===== src/rtl/uart_ctrl.sv =====
// Memory-mapped UART controller: RX byte FIFO, single TX hold register with start scheduler,
// CON status/W1C flags and a level interrupt derived from registered state.
module uart_ctrl #(
  parameter int RX_DEPTH = 4
) (
  input  logic        i_clk,
  input  logic        i_reset,
  input  logic        i_sel,
  input  logic [1:0]  i_addr,
  input  logic        i_wr,
  input  logic        i_rd,
  input  logic [31:0] i_wdata,
  output logic [31:0] o_rdata,
  input  logic [7:0]  i_rx_byte,
  input  logic        i_rx_valid,
  output logic [7:0]  o_tx_byte,
  output logic        o_tx_start,
  input  logic        i_tx_busy,
  output logic        o_irq
);

  localparam int PW = $clog2(RX_DEPTH);

  typedef enum logic [1:0] {S_IDLE, S_WAIT_BUSY, S_WAIT_DONE} state_t;

  state_t      r_state, w_state_nxt;
  logic [1:0]  r_wait_cnt, w_wait_cnt_nxt;
  logic        w_take, w_done_set;

  logic [7:0]  r_hold;
  logic        r_hold_full;
  logic [7:0]  r_tx_byte;
  logic        r_tx_start;
  logic        r_tx_irq_en, r_rx_irq_en;
  logic        r_rx_ovr, r_tx_drop, r_tx_done;

  logic [7:0]  r_fifo [RX_DEPTH];
  logic [PW-1:0] r_rd_ptr, r_wr_ptr;
  logic [4:0]  r_count;

  logic w_wr_txd, w_wr_con, w_rd_rxd;
  logic w_hold_acc, w_hold_drop;
  logic w_full, w_pop, w_push, w_ovr;
  logic [31:0] w_con;
  logic w_unused;

  assign w_wr_txd    = i_sel & i_wr & (i_addr == 2'd0);
  assign w_wr_con    = i_sel & i_wr & (i_addr == 2'd2);
  assign w_rd_rxd    = i_sel & i_rd & (i_addr == 2'd1);
  // A write into a full hold is still accepted when the scheduler drains it on the same edge.
  assign w_hold_acc  = w_wr_txd & (~r_hold_full | w_take);
  assign w_hold_drop = w_wr_txd & ~w_hold_acc;
  assign w_full      = (r_count == 5'(RX_DEPTH));
  assign w_pop       = w_rd_rxd & (r_count != 5'd0);
  assign w_push      = i_rx_valid & (~w_full | w_pop);
  assign w_ovr       = i_rx_valid & w_full & ~w_pop;
  assign w_unused    = ^{i_wdata[31:8], i_wdata[6], i_wdata[3:2]};

  always_ff @(posedge i_clk) begin
    if (!i_reset) begin
      r_state    <= S_IDLE;
      r_wait_cnt <= 2'd0;
    end else begin
      r_state    <= w_state_nxt;
      r_wait_cnt <= w_wait_cnt_nxt;
    end
  end

  always_comb begin
    w_state_nxt    = r_state;
    w_wait_cnt_nxt = r_wait_cnt;
    w_take         = 1'b0;
    w_done_set     = 1'b0;
    case (r_state)
      S_IDLE: begin
        if (r_hold_full && !i_tx_busy) begin
          w_take         = 1'b1;
          w_state_nxt    = S_WAIT_BUSY;
          w_wait_cnt_nxt = 2'd0;
        end
      end
      S_WAIT_BUSY: begin
        if (i_tx_busy) begin
          w_state_nxt = S_WAIT_DONE;
        end else if (r_wait_cnt == 2'd3) begin
          w_state_nxt = S_IDLE;
          w_done_set  = 1'b1;
        end else begin
          w_wait_cnt_nxt = r_wait_cnt + 2'd1;
        end
      end
      S_WAIT_DONE: begin
        if (!i_tx_busy) begin
          w_state_nxt = S_IDLE;
          w_done_set  = 1'b1;
        end
      end
      default: w_state_nxt = S_IDLE;
    endcase
  end

  // Sticky flags: a set event on the same edge overrides the W1C clear.
  always_ff @(posedge i_clk) begin
    if (!i_reset) begin
      r_hold      <= 8'd0;
      r_hold_full <= 1'b0;
      r_tx_byte   <= 8'd0;
      r_tx_start  <= 1'b0;
      r_tx_irq_en <= 1'b0;
      r_rx_irq_en <= 1'b0;
      r_rx_ovr    <= 1'b0;
      r_tx_drop   <= 1'b0;
      r_tx_done   <= 1'b0;
      r_rd_ptr    <= '0;
      r_wr_ptr    <= '0;
      r_count     <= 5'd0;
    end else begin
      if (w_hold_acc) begin
        r_hold      <= i_wdata[7:0];
        r_hold_full <= 1'b1;
      end else if (w_take) begin
        r_hold_full <= 1'b0;
      end
      r_tx_start <= w_take;
      if (w_take) r_tx_byte <= r_hold;
      if (w_wr_con) begin
        r_tx_irq_en <= i_wdata[0];
        r_rx_irq_en <= i_wdata[1];
      end
      r_rx_ovr  <= w_ovr | (r_rx_ovr & ~(w_wr_con & i_wdata[4]));
      r_tx_drop <= w_hold_drop | (r_tx_drop & ~(w_wr_con & i_wdata[5]));
      r_tx_done <= w_done_set | (r_tx_done & ~(w_wr_con & i_wdata[7]) & ~w_wr_txd);
      if (w_push) r_wr_ptr <= r_wr_ptr + 1'b1;
      if (w_pop)  r_rd_ptr <= r_rd_ptr + 1'b1;
      case ({w_push, w_pop})
        2'b10:   r_count <= r_count + 5'd1;
        2'b01:   r_count <= r_count - 5'd1;
        default: r_count <= r_count;
      endcase
    end
  end

  always_ff @(posedge i_clk) begin
    if (w_push) r_fifo[r_wr_ptr] <= i_rx_byte;
  end

  assign w_con = {19'd0, r_count, r_tx_done, (r_state != S_IDLE), r_tx_drop, r_rx_ovr,
                  (r_count != 5'd0), r_hold_full, r_rx_irq_en, r_tx_irq_en};

  always_comb begin
    o_rdata = 32'd0;
    if (i_sel && i_rd) begin
      case (i_addr)
        2'd0:    o_rdata = {24'd0, r_hold};
        2'd1:    o_rdata = (r_count != 5'd0) ? {24'd0, r_fifo[r_rd_ptr]} : 32'd0;
        2'd2:    o_rdata = w_con;
        default: o_rdata = 32'd0;
      endcase
    end
  end

  assign o_tx_byte  = r_tx_byte;
  assign o_tx_start = r_tx_start;
  assign o_irq      = (r_rx_irq_en & (r_count != 5'd0)) | (r_tx_irq_en & r_tx_done);

endmodule


===== config.mk =====
export PLATFORM = sky130hd
export DESIGN_NAME = uart_ctrl
export DESIGN_NICKNAME = d
export VERILOG_FILES = /design/src/rtl/uart_ctrl.sv
export SDC_FILE = /design/constraint.sdc
export NUM_CORES = 1
export LEC_CHECK = 0
export ABC_AREA = 1
export CAP_MARGIN = 10
export CORE_ASPECT_RATIO = 0.9
export CORE_MARGIN = 1.5
export CORE_UTILIZATION = 50
export CTS_BUF_LIST = sky130_fd_sc_hd__clkbuf_2 sky130_fd_sc_hd__clkbuf_4 sky130_fd_sc_hd__clkbuf_8
export DETAILED_ROUTE_END_ITERATION = 8
export PLACE_DENSITY_LB_ADDON = 0.05
export SKIP_LAST_GASP = 1
export SYNTH_ARGS = -nofsm -noshare
export SYNTH_HDL_FRONTEND = slang
export SYNTH_SLANG_ARGS = --single-unit

===== constraint.sdc =====
create_clock -name i_clk -period 2.1 [get_ports i_clk]
set_input_delay 0.21 -clock i_clk [delete_from_list [all_inputs] [get_ports i_clk]]
set_output_delay 0.21 -clock i_clk [all_outputs]
set_load 0.005 [all_outputs]

==> impl_results.md <==
- Gr usage total: 0.2317
- 1st-iter DRT viols: 141
- Rows: 28
- Worst Path Arrival: 2.00 ns
- Avg Cell Area, Syn: 8.871 sq um
- Hold Crit Class: input pin to flop
- YS warnings: 0
- Post-Layout Cell Count: 553
- Failing checks: setup timing
- Crit end category: output port
- Asr flop ratio synth: 0
- Placed Cells: 531
- GR met3 Demand/Resource: 0.05386
- Routed vias/inst: 5.043
- Most frequent cells in the layout: 89 x nor2_1, 41 x clkdlybuf4s50_1, 34 x dfxtp_1
- CP Max Fanout: 6
- Initial antenna violation count: 0
- RSZ-0062 raised after global routing: yes
- CTS tree: done
- Peak Freq: 0.4527 GHz
- Routed wire length per instance: 13.75 um
- Grt met2 use: 0.3624
- DPL Wire Length: 5.293 mm
- Setup TNS: -0.1851 ns
- Worst slack, placed: -0.1155 ns
- Worst path cell trace: clkdlybuf4s50_1 -> inv_2 -> buf_4 -> nor2_4 -> buf_4 -> a221oi_1 -> nor2_1 -> clkdlybuf4s50_1
- Final Max Slew Viols: 0
- Clk_lat worst skew: 0.34 ns
- GR Util met1: 0.3214
- First-pass GRT wire length: 12.56 mm
- Register area share after synthesis: 0.5121
- Number of global-route vias before repair: 2624
- Via Count: 2789
- CP Class: input pin to output port
- Die ar.: 7225 sq um
- Total power: 3.250 mW
- Vert. Die Dim: 80.79 um
- Clock buffer count from CTS: 9
- Clk_skew: 0.01009 ns
- Crit-path slowest cell: clkdlybuf4s50_1
- Area grow syn2layout: 31.34%
- Outcome: finished, violations left
- IO Port Bufs: 47
- Final RePlAce weighted congestion: 0.8930
- Layout cell share with drive strength beyond 1: 0.2117
- VDD IR max: 0.0004800 V
- Fin crit share: 1.052
- Static leakage: 1.881 nW
- Most Crowded Layer GR: met2
- Startpoint types: input pin
- Grt ovf: 0
- DRC: 0
- Cell variety after synth: 40
- Yosys reg bits: 70
- Critical Path Max Stage Delay: 0.53 ns
- Clock-pin slew on the worst setup and hold paths: 0.07 ns
- Antenna Violating Nets Remaining: 0
- Tmin final: 2.209 ns
- Initial Util: 0.5132
- Synthesized area: 3362 sq um
- Pwr per Cell Area: 736.1 nW/um^2
- Final net count: 516
- Fillers: 547
- Die Wd: 89.44 um
- Final Hold Fails: 0
- Root buf cell: clkbuf_8
- CP Data Required Time: 1.89 ns
- Final Worst Setup Slack: -0.1090 ns
- Commonest non-fill, non-tap cell in the layout: nor2_1
- CTS H-tree lvls: 3
- Total Routed Length: 7.605 mm
- Clk sinks: 70
- Mapped Cells: 379
- Max Cap Viol: 0
- Post-synth EDFFs: 32
- Final setup viols: 2
- Drt first pass iters: 4
- I/O Pins: 91
- Clock Path Buffers: 2
- Total core area: 6551 sq um
- Synth Flop Type: dfxtp_1
- Ant diodes: 0
- Largest net degree at the start of global routing: 24
-- registers in the layout, summed over array words and instances, names as in the netlist, 2 cells and up, named ones only --
name,count
r_wr_ptr,2
o_tx_byte,8
r_fifo,32
r_hold,8
r_wait_cnt,2
r_state,2
r_rd_ptr,2
r_count,5
-- where the power goes --
part           total [mW]  internal, mW  switching (mW)  leakage (nW)
clock network        1.20         0.699           0.501         0.111
registers            1.54          1.50          0.0437         0.605
logic               0.506         0.217           0.289          1.17
total                3.25          2.42           0.834          1.88
-- layout make-up --
type / count / area (sq um) / share of cell area
clock buffers: 11 / 138.9 / 0.03145
clock inverters: 5 / 85.08 / 0.01927
inverters: 41 / 157.7 / 0.03570
multi-input cells: 259 / 1474 / 0.3338
flip-flops and latches: 70 / 1734 / 0.3927
well taps: 90 / 112.6 / 0.02550
repair buffers: 77 / 713.2 / 0.1615
-- logic make-up after synthesis --
| group | after synthesis | synth area share |
|---|---|---|
| simple gates | 148 | 0.2047 |
| compound gates | 80 | 0.1425 |
| flops | 70 | 0.5121 |
| buf+inv | 68 | 0.09825 |
| fa+ha+maj | 9 | 0.03350 |
| xor+xnor | 3 | 0.007817 |
| other cells | 1 | 0.001115 |
-- metal layers --
metal,wire length (um),part of all wire
met1,3689,0.49
met4,130,0.017
met2,3397,0.45
met5,0,0
met3,388,0.051
-- through the flow --
| step | utilization | hold slack (ns) | cell area, sq um |
|---|---|---|---|
| 2_1_floorplan | - | 0.3089 | 3430 |
| 3_3_place_gp | 0.6150 | 0.4451 | 4029 |
| 3_5_place_dp | 0.6150 | 0.4615 | 4029 |
| 4_1_cts | 0.6642 | 0.4554 | 4352 |
| 5_1_grt | 0.6740 | 0.4659 | 4415 |
| 6_report | 0.6740 | 0.4614 | 4415 |
-- path summary, 6_finish.rpt --
check | start | endpoint | slack (ns) | depth (start not counted)
setup / recovery | i_addr[1] | o_rdata[6] | -0.11 | 8
hold reg to reg | r_wait_cnt[1]$_SDFFE_PN0P_ | r_wait_cnt[1]$_SDFFE_PN0P_ | 0.47 | 2
setup reg to reg | r_count[1]$_SDFFE_PN0P_ | r_count[4]$_SDFFE_PN0P_ | 0.36 | 16
hold / removal | i_wdata[2] | r_hold[2]$_SDFFE_PN0P_ | 0.46 | 3
-- synth_stat cells (2+ instances only) --
| cell type | instances | area (sq um) |
|---|---|---|
| nor3_1 | 5 | 25.02 |
| nand3_1 | 7 | 35.03 |
| nand2_1 | 23 | 86.33 |
| dfxtp_1 | 38 | 760.7 |
| inv_1 | 36 | 135.1 |
| inv_2 | 3 | 11.26 |
| xor2_1 | 2 | 17.52 |
| buf_4 | 19 | 142.6 |
| a221oi_1 | 8 | 70.07 |
| buf_2 | 2 | 10.01 |
| nand2_2 | 8 | 50.05 |
| o21ai_0 | 40 | 200.2 |
| ha_1 | 9 | 112.6 |
| clkinv_1 | 2 | 7.510 |
| clkbuf_1 | 5 | 18.77 |
| nand3_4 | 2 | 35.03 |
| nand4_1 | 4 | 25.02 |
| edfxtp_1 | 32 | 960.9 |
| nor2_1 | 90 | 337.8 |
| a21oi_1 | 22 | 110.1 |
| nor2_2 | 3 | 18.77 |
-- timing repair --
item,CTS,global route
gates resized for setup,35,20
setup endpoints to repair,10,10
buffers inserted,4,2
hold buffers,0,0
pin swaps,2,5
-- critical path: cells and delay by family --
kind | cells | cell delay [ns]
buf+inv | 5 | 1.44
simple gates | 2 | 0.27
compound gates | 1 | 0.08
No activity file was read; power rests on OpenSTA's default activity.
